$ cat src/rtl/mv_pkg.sv
// Shared widths, in_word field positions and FSM state type for mv_select.
package mv_pkg;

   localparam int unsigned SAD_W  = 12;
   localparam int unsigned MV_W   = 4;
   localparam int unsigned WORD_W = SAD_W + 2 * MV_W;

   localparam int unsigned SAD_LSB = 8;
   localparam int unsigned X_LSB   = 4;
   localparam int unsigned Y_LSB   = 0;

   localparam logic [WORD_W-1:0] IDLE_WORD = 20'hFFF00;
   localparam logic [SAD_W-1:0]  SAD_MAX   = 12'hFFF;

   typedef enum logic [1:0] {
      StIdle,
      StAccum,
      StDone
   } state_t;

endpackage

$ cat src/rtl/mv_select.sv
// Motion-vector selector: keeps the minimum-SAD row-best word over ROWS words.
// Define MV_SELECT_SEQ_CHECK_EN to flag y-field / row-counter mismatches on err.
module mv_select
   import mv_pkg::*;
#(
   parameter int unsigned ROWS   = 16,
   parameter int unsigned CENTER = 8
) (
   input  logic              clk,
   input  logic              rst_n,
   input  logic              start,
   input  logic [WORD_W-1:0] in_word,
   input  logic              in_valid,
   output logic              in_ready,
   output logic              out_valid,
   input  logic              out_ready,
   output logic [SAD_W-1:0]  best_sad,
   output logic [MV_W:0]     mv_dx,
   output logic [MV_W:0]     mv_dy,
   output logic              busy,
   output logic              err
);

   localparam int unsigned    RowW    = (ROWS > 1) ? $clog2(ROWS) : 1;
   localparam logic [MV_W:0] CenterV = (MV_W + 1)'(CENTER);

   state_t           r_state;
   state_t           w_state_next;
   logic [SAD_W-1:0] r_best_sad;
   logic [MV_W-1:0]  r_best_x;
   logic [MV_W-1:0]  r_best_y;
   logic [RowW-1:0]  r_row;

   logic [SAD_W-1:0] w_sad;
   logic [MV_W-1:0]  w_x;
   logic [MV_W-1:0]  w_y;
   logic             w_open;
   logic             w_accept;
   logic             w_last;
   logic             w_take;

   assign w_sad = in_word[SAD_LSB +: SAD_W];
   assign w_x   = in_word[X_LSB +: MV_W];
   assign w_y   = in_word[Y_LSB +: MV_W];

   assign w_open   = (r_state == StIdle) && start;
   assign w_accept = (r_state == StAccum) && in_valid;
   assign w_last   = (32'(r_row) == ROWS - 1);
   // Row 0 always wins so an all-FFF search still reports a real position.
   assign w_take   = w_accept && ((r_row == '0) || (w_sad < r_best_sad));

   always_ff @(posedge clk) begin
      if (!rst_n) begin
         r_state <= StIdle;
      end else begin
         r_state <= w_state_next;
      end
   end

   always_comb begin
      w_state_next = r_state;
      in_ready     = 1'b0;
      out_valid    = 1'b0;
      busy         = 1'b0;
      unique case (r_state)
         StIdle: begin
            if (start) w_state_next = StAccum;
         end
         StAccum: begin
            in_ready = 1'b1;
            busy     = 1'b1;
            if (w_accept && w_last) w_state_next = StDone;
         end
         StDone: begin
            out_valid = 1'b1;
            busy      = 1'b1;
            if (out_ready) w_state_next = StIdle;
         end
         default: w_state_next = StIdle;
      endcase
   end

   always_ff @(posedge clk) begin
      if (!rst_n || w_open) begin
         r_best_sad <= SAD_MAX;
         r_best_x   <= '0;
         r_best_y   <= '0;
         r_row      <= '0;
      end else if (w_accept) begin
         r_row <= w_last ? '0 : r_row + RowW'(1);
         if (w_take) begin
            r_best_sad <= w_sad;
            r_best_x   <= w_x;
            r_best_y   <= w_y;
         end
      end
   end

`ifdef MV_SELECT_SEQ_CHECK_EN
   logic r_err;

   always_ff @(posedge clk) begin
      if (!rst_n || w_open) begin
         r_err <= 1'b0;
      end else if (w_accept && (32'(w_y) != 32'(r_row))) begin
         r_err <= 1'b1;
      end
   end

   assign err = r_err;
`else
   assign err = 1'b0;
`endif

   assign best_sad = r_best_sad;
   assign mv_dx    = {1'b0, r_best_x} - CenterV;
   assign mv_dy    = {1'b0, r_best_y} - CenterV;

endmodule

$ cat config.mk
export PLATFORM = sky130hd
export DESIGN_NAME = mv_select
export DESIGN_NICKNAME = d
export VERILOG_FILES = /design/src/rtl/mv_pkg.sv /design/src/rtl/mv_select.sv
export SDC_FILE = /design/constraint.sdc
export NUM_CORES = 1
export LEC_CHECK = 0
export ABC_AREA = 1
export CELL_PAD_IN_SITES_DETAIL_PLACEMENT = 0
export CELL_PAD_IN_SITES_GLOBAL_PLACEMENT = 1
export CORE_ASPECT_RATIO = 0.6
export CORE_MARGIN = 2
export CORE_UTILIZATION = 32
export DETAILED_ROUTE_END_ITERATION = 6
export GPL_TIMING_DRIVEN = 0
export PLACE_DENSITY = 0.79
export SLEW_MARGIN = 5
export SYNTH_ARGS = -nofsm -noshare
export SYNTH_HDL_FRONTEND = slang
export SYNTH_SLANG_ARGS = --single-unit
export TNS_END_PERCENT = 30
$ cat constraint.sdc
create_clock -name clk -period 1.88 [get_ports clk]
set_clock_uncertainty 0.1 [all_clocks]
set_input_delay 0.188 -clock clk [delete_from_list [all_inputs] [get_ports clk]]
set_output_delay 0.188 -clock clk [all_outputs]
set_load 0.005 [all_outputs]
# Yosys cells after proc, flatten, opt, wreduce, memory -nomap -nowiden
# Index checks and enable logic that the tools add are counted.
dict set report op_classes {
  n_eq_ne 6
  mux 8
  addsub 3
  reduce_logical 12
  order_cmp 1
}
# cell n
set ops {}
lappend ops {{12-bit less-than comparator} 1}
lappend ops {{4-bit by 4-bit subtractor with 5-bit output, second input constant} 2}
lappend ops {{2-bit 2-to-1 mux} 3}
lappend ops {{2-bit case mux with 3 select lines} 1}
lappend ops {{4-bit by 1-bit adder with 4-bit output, second input constant} 1}
lappend ops {{4-bit equality test, second input constant} 1}
lappend ops {{1-bit logical AND} 4}
lappend ops {{4-bit logical NOT} 1}
lappend ops {{4-bit 2-to-1 mux} 1}
lappend ops {{2-bit != test, second input constant} 2}
lappend ops {{1-bit 2-to-1 mux} 3}
lappend ops {{3-bit AND reduction} 1}
lappend ops {{2-bit by 1-bit equality test with 1-bit output, second input constant} 1}
lappend ops {{2-bit equality test, second input constant} 1}
lappend ops {{2-bit logical NOT} 1}
lappend ops {{1-bit logical OR} 2}
lappend ops {{2-bit by 1-bit != test with 1-bit output, second input constant} 1}
lappend ops {{2-bit AND reduction} 1}
lappend ops {{2-bit OR reduction} 1}
lappend ops {{1-bit logical NOT} 1}
dict set report totals {
  register_bits 26
}

# Logic depth before layout (Yosys ltp)
dict set report logic_depth {
  ltp_word 5
  depth_mapped 13
  mapped_depth_nobuf 12
}

# Worst setup path after synthesis
# Ideal clock, no wire load.
dict set report synth_path {
  path_kind {register to register}
  start {register r_best_sad[11], in the netlist best_sad[11]}
  end {register r_best_y[0]}
  setup_ps 113
  t_arrival_ps 1553
  synth_period_minus_slack_ps 1766
  n_path_buf 2
  setup_slack_ps 114
  stages_incl_launch_ff 14
  path_cell_list {dfxtp_1 -> inv_1 -> ha_1 -> nand2_1 -> nor2_2 -> nand2_1 -> nor2_1 -> nor2_1 -> nand2_1 -> nand2_2 -> buf_6 -> buf_8 -> a21oi_2 -> nor2_1}
}
dict set report synth_between {
  elab_chain_cells 4
}
# element line
set synth_rtl {}
lappend synth_rtl {{from (decl)} mv_select.sv:29} ;# logic [SAD_W-1:0] r_best_sad;
lappend synth_rtl {{from (signal assigned)} mv_select.sv:92} ;# r_best_sad <= w_sad;
lappend synth_rtl {{12-bit less-than comparator} mv_select.sv:50} ;# assign w_take = w_accept && ((r_row == '0) || (w_sad < r_best_sad));
lappend synth_rtl {{1-bit logical OR} mv_select.sv:50}
lappend synth_rtl {{1-bit logical AND} mv_select.sv:50}
lappend synth_rtl {{2-bit AND reduction (no line)} --}
lappend synth_rtl {{to (signal assigned)} mv_select.sv:94} ;# r_best_y <= w_y;
lappend synth_rtl {{to (decl)} mv_select.sv:31} ;# logic [MV_W-1:0] r_best_y;
# No other way between the ends.
# A chain may end at the register's enable or synchronous reset.

# Worst setup path in the final report
dict set report layout_path {
  start {input port in_word[17]}
  end {register r_best_y[3]}
}
dict set report layout_between {
  elab_chain_cells 4
}
# element line
set layout_rtl {}
lappend layout_rtl {{from (decl)} mv_select.sv:12} ;# input logic [WORD_W-1:0] in_word,
lappend layout_rtl {{12-bit less-than comparator} mv_select.sv:50}
lappend layout_rtl {{1-bit logical OR} mv_select.sv:50}
lappend layout_rtl {{1-bit logical AND} mv_select.sv:50}
lappend layout_rtl {{2-bit AND reduction (no line)} --}
# No other way between the ends.

==> results by group <==
Run status
  – Status: completed

STA
  – Setup Viol. Count Final: 0
  – Final-report hold violation count: 0
  – Min Tclk post-route: between 1.5 and 2 ns
  – RSZ-0062 raised after global routing: yes
  – Tcrit/Tclk final: 0.992
  – Setup_tns: 0 ns
  – Pins over their slew limit: 0
  – Max frequency: 536 MHz

Route
  – Avg WL per Cell: between 10 and 15 um
  – # DRC: 0
  – Antenna violation net count after detailed routing: 0
  – TritonRoute pass-1 iters: 4
  – Final wirelength: 3730 um
  – Via/cell ratio: roughly 4.4
  – Initial DRC count: 25
  – Vias: 1476

Cells and area
  – Nets: 320
  – Non-filler cells, final: 339
  – P&R area growth vs syn: 54.2%
  – Fraction of layout cells with a size suffix above 1: 0.236
  – Final instance area: roughly 2500 um2
  – Ant diodes: 0

Worst setup path
  – Worst EP required: 1.96 ns
  – R2R depth: 13
  – CP arrival: 1.94 ns
  – CP Launch Point: in_word[17]
  – RR Startpoint: best_sad[9]
  – Critical path class: input port to flop
  – Crit. End Element: flop
  – Worst reg2reg setup slack: roughly 0.03 ns
  – Reg2reg end: r_best_y[3]
  – Crit path launch type: input port
  – Crit path max fanout: 8
  – CP Capture Point: r_best_y[3]

Floorplanning
  – Die H: 58.6 um
  – Initial core utilization: 0.340
  – Core area: 4680 um2
  – Full die area: 5570 um2
  – Num rows: 19
  – Die Wd: ~95 um
  – Ports: 51

Clock network
  – CTS tree: built
  – Clock Tree Buf Depth: 2
  – Clock sink count: 26
  – Clock latency on the worst-skew pair: approximately 0.27 ns
  – H-tree level count: 1
  – Num CTS Buffers: 3
  – Root buffer cell: clkbuf_8
  – Clock slew at reported path FFs: 0.09 ns

Global routing
  – First-pass GRT wire length: about 5900 um
  – Antenna violations before repair: 0
  – GRT overflow: 0
  – Largest net degree at the start of global routing: 15
  – Number of global-route vias before repair: approximately 1300
  – GRT Overall Usage: 0.133

Synth
  – Syn Nets: 263
  – Post-synth top area share: 0.327
  – Yosys synthesis warning count: 0
  – Syn avg cell area: 7.23 um2
  – Yosys top cell by area: dfxtp_1
  – Main synth FF type: dfxtp_1
  – Top-count cell post-synth: nand2_1
  – Top cells by area, synth: dfxtp_1, ha_1, nand3_1
  – Mapped Area: 1590 um2
  – Syn Inst Count: 220
  – Most frequent cells after synthesis: nand2_1, inv_1, nand3_1
  – Synth async-reset ratio: 0
  – Synth Register Bits: 26
  – Register area share after synthesis: 0.327
  – Post-synth EDFFs: 0
  – Synth unique cells: 22

Power and ir drop
  – Power Density: 868 nW/um2
  – Worst-case vdd ir drop: roughly 0.53 mV
  – Leakage: about 1.2 nW
  – Final Power: ~2.1 mW

Placement
  – DP Area: 2160 um2
  – DPL Wire Length: approximately 2700 um
  – Routability cong.: 0.718
  – Placed Instances: approximately 330
  – Number of port buffers: 49

Flow run
  – Maxcap violations: 0

Hold path
  – Hold Path Class: input port to flop
==> worst min path at each step <==
stage | start | to | slack (ns) | cells after the start
after floorplan | rst_n | r_state[0] | 0.23 | 2
after global placement | best_sad[8] | best_sad[8] | 0.37 | 2
after detailed placement | best_sad[2] | best_sad[2] | 0.37 | 2
after CTS | best_sad[9] | best_sad[9] | 0.38 | 2
after global routing | in_word[19] | best_sad[11] | 0.15 | 3
final | in_word[19] | best_sad[11] | 0.15 | 3
==> power breakdown <==
| part | internal [mW] | leakage (nW) | switching [mW] | total [mW] |
|---|---|---|---|---|
| Combinational | 0.545 | 0.952 | 0.495 | 1.04 |
| Sequential | 0.651 | 0.209 | 0.0668 | 0.718 |
| Clock | 0.187 | 0.0288 | 0.185 | 0.373 |
==> final cells by class <==
| cell class | count | area (um2) |
|---|---|---|
| Fill cell | 458 | 2230 |
| Clock buffer | 4 | 55.1 |
| Buffer | 18 | 156 |
| Sequential cell | 26 | 529 |
| Timing Repair Buffer | 52 | 546 |
| Tap cell | 63 | 78.8 |
| Inverter | 36 | 135 |
| Multi-Input combinational cell | 140 | 955 |
==> per-layer routing <==
| metal | routed length, um | GRT usage | vias up |
|---|---|---|---|
| li1 | - | - | 794 |
| met1 | 1880 | 0.188 | 655 |
| met2 | 1670 | 0.205 | 25 |
| met3 | 165 | 0.0410 | 2 |
| met4 | 11 | 0.0207 | 0 |
| met5 | 0 | 0 | - |
==> worst max-delay path, stage by stage <==
cell	delay (ns)
clkdlybuf4s50_1	0.48
ha_4	0.30
nand2_2	0.06
nor2_4	0.09
nand2_2	0.07
nor2_1	0.08
nor2_1	0.06
nand2_1	0.07
nand2_2	0.07
buf_8	0.15
clkbuf_16	0.16
a21oi_2	0.11
nor2_1	0.05
==> per-stage QoR <==
| stage | hold WS [ns] | setup WS, ns | utilization |
|---|---|---|---|
| 3_3_place_gp | 0.371 | -0.286 | 0.461 |
| 3_5_place_dp | 0.369 | -0.292 | 0.461 |
| 5_1_grt | 0.152 | -0.0782 | 0.524 |
| 4_1_cts | 0.380 | 0.000827 | 0.476 |
| 6_report | 0.147 | 0.0155 | 0.524 |
| 2_1_floorplan | 0.226 | 0.114 | - |
==> cells by family (layout without fill, tap and decap cells) <==
family | after synthesis | count (layout) | synth area share
simple gates | 98 | 98 | 0.263
buf+inv | 54 | 110 | 0.168
flops | 26 | 26 | 0.327
compound gates | 22 | 22 | 0.0920
fa+ha+maj | 18 | 18 | 0.142
other cells | 1 | 1 | 0.00236
xor+xnor | 1 | 1 | 0.00550
==> flip-flops by register name, summed over array words and instances, names as in the netlist <==
name	cells
best_sad	12
r_row	4
r_best_y	4
r_best_x	4
r_state	2
==> cell usage in the layout (no fill, tap or decap), types with 2 or more instances in the layout <==
master and count:
dfxtp_2 7, o21ai_0 4, ha_1 14, nand2_1 39, nor2_2 2, a21oi_4 2, nand3_2 8, buf_12 2
nand3_1 27, nand2_2 5, clkdlybuf4s50_1 48, inv_1 34, buf_4 10, buf_8 2, a21oi_2 6, clkbuf_8 4
dfxtp_1 19, inv_2 2, nor2_1 13, ha_4 4, a21oi_1 7, clkbuf_2 4
==> repair_timing <==
action / in CTS / in global routing
buffers inserted: 1 / 1
endpoints found under the setup margin: 20 / 23
pin swaps: 1 / 13
hold buffers: 0 / 0
cloned: 0 / 1
gates resized for setup: 5 / 44
endpoints found under the hold margin: 0 / 0
Power figures use the tool's default switching activity.
